==> src/rtl/host_link_tx.sv <==
// host_link_tx: FIFO-buffered 32-bit word serializer, one MSB-first byte per 8-cycle frame, word byte 3 first.
// Define HOST_LINK_TX_SOF_EN to prefix each burst with SOF_BYTE.
`default_nettype none

module host_link_tx #(
  parameter int         DEPTH     = 4,
  parameter logic [7:0] IDLE_BYTE = 8'h00,
  parameter logic [7:0] SOF_BYTE  = 8'hD5
) (
  input  logic        t_clk,
  input  logic        rst,
  input  logic        wr_en,
  input  logic [31:0] wr_data,
  output logic        full,
  output logic        overflow,
  output logic        byte_strb,
  output logic        busy,
  output logic [15:0] words_sent,
  output logic        data_out
);

  localparam int AW = (DEPTH > 1) ? $clog2(DEPTH) : 1;
  localparam logic [AW:0] FULL_CNT = DEPTH[AW:0];

  localparam logic [1:0] S_IDLE = 2'd0;
  localparam logic [1:0] S_DATA = 2'd2;
`ifdef HOST_LINK_TX_SOF_EN
  localparam logic [1:0] S_SOF  = 2'd1;
`else
  logic [7:0] unused_sof_byte;
  assign unused_sof_byte = SOF_BYTE;
`endif

  logic [1:0]    state_q, state_d;
  logic [2:0]    bit_cnt_q;
  logic [7:0]    shreg_q;
  logic [1:0]    idx_q, idx_d;
  logic [31:0]   word_q;
  logic [31:0]   fifo_q [DEPTH];
  logic [AW-1:0] wr_ptr_q, rd_ptr_q;
  logic [AW:0]   count_q;
  logic          overflow_q;
  logic [15:0]   words_sent_q;

  logic          boundary, empty, push, pop, sent_inc;
  logic [7:0]    next_byte, cur_byte;
  logic [1:0]    sel;
  logic [31:0]   head;

  assign boundary = (bit_cnt_q == 3'd7);
  assign empty    = (count_q == '0);
  assign full     = (count_q == FULL_CNT);
  assign push     = wr_en && !full;
  assign head     = fifo_q[rd_ptr_q];

  // idx_q names the byte currently on the wire; the next one down is idx_q-1.
  assign sel      = idx_q - 2'd1;
  assign cur_byte = word_q[{sel, 3'b000} +: 8];

  assign data_out   = shreg_q[7];
  assign byte_strb  = (bit_cnt_q == 3'd0);
  assign busy       = (state_q != S_IDLE) || !empty;
  assign overflow   = overflow_q;
  assign words_sent = words_sent_q;

  always_ff @(posedge t_clk or posedge rst) begin
    if (rst) state_q <= S_IDLE;
    else     state_q <= state_d;
  end

  always_comb begin
    state_d = state_q;
    if (boundary) begin
      case (state_q)
        S_IDLE: begin
          if (!empty) begin
`ifdef HOST_LINK_TX_SOF_EN
            state_d = S_SOF;
`else
            state_d = S_DATA;
`endif
          end
        end
`ifdef HOST_LINK_TX_SOF_EN
        S_SOF:  state_d = S_DATA;
`endif
        S_DATA: begin
          if (idx_q == 2'd0 && empty) state_d = S_IDLE;
        end
        default: state_d = S_IDLE;
      endcase
    end
  end

  always_comb begin
    next_byte = IDLE_BYTE;
    pop       = 1'b0;
    idx_d     = idx_q;
    sent_inc  = 1'b0;
    if (boundary) begin
      case (state_q)
        S_IDLE: begin
          if (!empty) begin
`ifdef HOST_LINK_TX_SOF_EN
            next_byte = SOF_BYTE;
`else
            pop       = 1'b1;
            next_byte = head[31:24];
            idx_d     = 2'd3;
`endif
          end
        end
`ifdef HOST_LINK_TX_SOF_EN
        S_SOF: begin
          pop       = 1'b1;
          next_byte = head[31:24];
          idx_d     = 2'd3;
        end
`endif
        S_DATA: begin
          if (idx_q != 2'd0) begin
            next_byte = cur_byte;
            idx_d     = idx_q - 2'd1;
          end else begin
            sent_inc = 1'b1;
            // Back-to-back words chain straight into byte 3 with no gap slot.
            if (!empty) begin
              pop       = 1'b1;
              next_byte = head[31:24];
              idx_d     = 2'd3;
            end
          end
        end
        default: next_byte = IDLE_BYTE;
      endcase
    end
  end

  always_ff @(posedge t_clk) begin
    if (push) fifo_q[wr_ptr_q] <= wr_data;
  end

  always_ff @(posedge t_clk or posedge rst) begin
    if (rst) begin
      bit_cnt_q    <= 3'd0;
      shreg_q      <= 8'h00;
      idx_q        <= 2'd0;
      word_q       <= 32'h0;
      wr_ptr_q     <= '0;
      rd_ptr_q     <= '0;
      count_q      <= '0;
      overflow_q   <= 1'b0;
      words_sent_q <= 16'h0;
    end else begin
      if (boundary) begin
        shreg_q   <= next_byte;
        bit_cnt_q <= 3'd0;
      end else begin
        shreg_q   <= {shreg_q[6:0], 1'b0};
        bit_cnt_q <= bit_cnt_q + 3'd1;
      end
      idx_q <= idx_d;
      if (pop) begin
        word_q   <= head;
        rd_ptr_q <= rd_ptr_q + 1'b1;
      end
      if (push) wr_ptr_q <= wr_ptr_q + 1'b1;
      case ({push, pop})
        2'b10:   count_q <= count_q + 1'b1;
        2'b01:   count_q <= count_q - 1'b1;
        default: count_q <= count_q;
      endcase
      if (wr_en && full) overflow_q <= 1'b1;
      if (sent_inc) words_sent_q <= words_sent_q + 16'd1;
    end
  end

endmodule

`default_nettype wire

==> config.mk <==
export PLATFORM = sky130hd
export DESIGN_NAME = host_link_tx
export DESIGN_NICKNAME = d
export VERILOG_FILES = /design/src/rtl/host_link_tx.sv
export SDC_FILE = /design/constraint.sdc
export NUM_CORES = 1
export LEC_CHECK = 0
export ABC_AREA = 1
export CORE_MARGIN = 2
export CORE_UTILIZATION = 29
export DETAILED_ROUTE_END_ITERATION = 16
export PLACE_DENSITY = 0.48
export SLEW_MARGIN = 30
export SYNTH_ARGS = -nofsm -noshare
export SYNTH_HDL_FRONTEND = slang
export SYNTH_SLANG_ARGS = --single-unit
==> constraint.sdc <==
create_clock -name t_clk -period 2.8 [get_ports t_clk]
set_input_delay 0.56 -clock t_clk [delete_from_list [all_inputs] [get_ports t_clk]]
set_output_delay 0.56 -clock t_clk [all_outputs]
set_load 0.01 [all_outputs]
==> out/qor.txt <==
status -> completed
Die Footprint -> 29400 µm²
Mean Syn Cell Area -> 11.3 µm²
gr usage total -> 12.3%
Placeable Area -> 27700 µm²
Reg2Reg Capture Point -> count_q[2]$_DFFE_PP0P_
FP Rows -> 61
n_diodes -> 0
simple-gate share of the synthesized area -> 13.4%
vias in the first global route -> 4937
clk buf depth -> 2
Worst-path clk slew -> 0.08 ns
Synth Warn # -> 0
period utilization -> 83.9%
depth of the worst hold-timing path -> 1
drt pass-1 iters -> 4
Final Hold Viols -> 0
clk sinks -> 198
VDD IR-drop max -> 0.427 mV
critical path fanouts, max -> 3
clk root buf -> clkbuf_16
Setup CP Type -> reg -> out
crit path DAT -> 1.79 ns
final WL -> 17.2 mm
Synth-to-Final Area Change -> 20.7%
Reg2Reg Setup Slack -> 0.49 ns
CP startpoint kind -> register
Worst Max-Slew Pin Slew -> 0.701 ns
# hold bufs at CTS -> 0
Compound-Gate Fraction of Synth Area -> 9.43%
distinct cell type count after synthesis -> 31
multiplexer share of the synthesized area -> 0%
drt drc -> 0
gpl congestion -> 0.747
FF+latch count, synth -> 198
Mapped Area -> 8130 µm²
Avg WL per Cell -> 14.7 µm
grt ovf -> 0
Min Hold Slack -> 0.457 ns
global-route wire length before repair -> 27.8 mm
Max Slew Vio Count -> 0
static leakage -> 3.79 nW
routed vias -> 5085
post-CTS setup buffers -> 0
R2R cell count -> 12
Worst R2R Start -> idx_q[0]$_DFFE_PP0N_
post-route ant nets -> 0
Hold EP -> bit_cnt_q[0]$_DFF_PP0_
# IOs -> 56
Critical Path Sink Type -> output port
chip height -> 171 µm
share of layout cells above drive strength 1 -> 8.23%
WP data required -> 2.24 ns
final setup vio count -> 0
largest net degree at the start of global routing -> 71
Synth Area in XOR/XNOR -> 1.72%
post-synthesis adder-cell area fraction -> 1.79%
largest area contributor in the netlist -> edfxtp_1
Die X -> 171 µm
port bufs -> 55
CTS tree -> built
Setup TNS -> 0 ns
Slew headroom -> 53.3%
fin nets -> 824
largest family of logic cells by synthesized area -> simple AND/OR/NAND/NOR gates
Clock Latency Late Sink -> 0.44 ns
post-synthesis sequential area ratio -> 68.8%
vias per cell -> 4.35
initial DRC count -> 313
max-cap violation count -> 0
fin crit period -> 2.35 ns
initial antenna violation count -> 0
DP Wirelength -> 10.5 mm
Power Density -> 908 nW/µm²
largest cells by area after synthesis -> edfxtp_1 47%, dfrtp_1 22%, o21ai_0 6.6%
Max Fclk -> 426 MHz
Hold Path Origin -> bit_cnt_q[0]$_DFF_PP0_
Layout Utilization -> 35.4%
# resized after CTS -> 0
syn_nets -> 766
RSZ-0062 raised after global routing -> no
share of the synthesized area in the top cell type -> 47.3%
CTS Buf Count -> 17
Layout Skew -> 0.0145 ns
synthesized instance count -> 720
CTS H-Tree Depth -> 4
Hold WC Path Type -> reg -> reg
Initial Util -> 29.3%
## registers in the layout, summed over array words and instances, names as in the netlist, 2 cells and up
name        count
rd_ptr_q        2
words_sent     16
wr_ptr_q        2
count_q         3
shreg_q         8
fifo_q        128
bit_cnt_q       3
idx_q           2
word_q         32
## layout make-up
cell class                      instances  area, µm²
Sequential cell                       198       5600
Multi-Input combinational cell        431       2170
Tap cell                              378        473
Fill cell                            2754      17900
Timing Repair Buffer                   70        726
Clock buffer                           17        425
Clock inverter                         14        180
Inverter                               60        239
## per-stage QoR
| stage | instances | total power, mW | instance area, µm² | worst slack (ns) |
|---|---|---|---|---|
| 3_3_place_gp | 1137 | 6.54 | 9210 | 0.494 |
| 4_1_cts | 1168 | 9.05 | 9810 | 0.424 |
| 5_1_grt | 1168 | 9.51 | 9810 | 0.277 |
| 2_1_floorplan | 720 | 5.65 | 8130 | 0.283 |
| 6_report | 1168 | 8.90 | 9810 | 0.451 |
| 3_5_place_dp | 1137 | 6.54 | 9210 | 0.489 |
## worst max path at each step
stage,end,slack [ns],depth (start not counted),start
after floorplan,fifo_q[0][0]$_DFFE_PP_,0.28,2,wr_en
after global placement,count_q[2]$_DFFE_PP0P_,0.49,12,idx_q[0]$_DFFE_PP0N_
after detailed placement,count_q[2]$_DFFE_PP0P_,0.49,12,idx_q[0]$_DFFE_PP0N_
after CTS,byte_strb,0.42,5,bit_cnt_q[0]$_DFF_PP0_
after global routing,count_q[2]$_DFFE_PP0P_,0.28,12,idx_q[0]$_DFFE_PP0N_
final,byte_strb,0.45,5,bit_cnt_q[0]$_DFF_PP0_
## cell usage after synthesis
| master | instances |
|---|---|
| o211ai_1 | 2 |
| clkbuf_1 | 19 |
| o21ai_0 | 107 |
| buf_6 | 1 |
| nor3_1 | 3 |
| nand2_2 | 2 |
| o21ai_1 | 12 |
| nor2_2 | 1 |
| nand3b_1 | 1 |
| xor2_1 | 12 |
| nand2_1 | 119 |
| nor2_8 | 1 |
| fa_1 | 1 |
| ha_1 | 10 |
| buf_4 | 7 |
| edfxtp_1 | 128 |
| nor2_1 | 90 |
| buf_2 | 4 |
| nand3_1 | 30 |
| bufinv_8 | 1 |
| nand3_4 | 1 |
| inv_2 | 1 |
| nor2_4 | 5 |
| a31o_2 | 1 |
| inv_1 | 57 |
| xnor2_1 | 4 |
| dfrtp_1 | 70 |
| o22ai_1 | 14 |
| a21oi_1 | 12 |
| clkinv_1 | 1 |
| nand4_1 | 3 |
## report_power, final
group / total [mW] / switching, mW / internal [mW]
sequential: 4.08 / 0.220 / 3.86
combinational: 2.35 / 1.58 / 0.772
clock: 2.47 / 1.19 / 1.29
## layer usage
| metal | vias to the layer above | wire length, µm | global-route usage [%] |
|---|---|---|---|
| met1 | 2449 | 8460 | 17.3 |
| met5 | - | 0 | 0 |
| li1 | 2559 | - | - |
| met2 | 69 | 8020 | 19.7 |
| met3 | 8 | 507 | 2.35 |
| met4 | 0 | 163 | 3.10 |
## critical path, cell delays in order (launching register included)
cell and delay, ns:
dfrtp_1 0.40, inv_1 0.07, ha_1 0.14, inv_1 0.04, nor2_1 0.15, clkdlybuf4s50_1 0.57
## layout by cell type, fill, tap and decap left out, types with 2 or more instances in the layout
cell,count
nor2_4,9
clkinv_4,2
clkdlybuf4s50_1,55
xor2_1,12
nand3_1,30
ha_1,10
inv_2,2
dfrtp_1,69
nand2_1,119
clkbuf_16,17
nor3_1,3
buf_12,5
xnor2_1,4
nand2_2,2
inv_1,56
o21ai_0,107
nand4_1,3
edfxtp_1,128
a21oi_1,12
o22ai_1,14
buf_4,10
o21ai_1,12
clkinv_8,3
nor2_1,86
o211ai_1,2
inv_8,6
## kinds of logic (layout without fill, tap and decap cells)
logic type / after synthesis / in the layout
AO/OA/AOI/OAI: 148 / 148
XOR/XNOR: 16 / 16
adder cells (fa/ha/maj): 11 / 11
buffers and inverters: 91 / 161
flip-flops: 198 / 198
AND/OR/NAND/NOR: 256 / 256
Note: power is estimated with default switching activity, not from simulation.
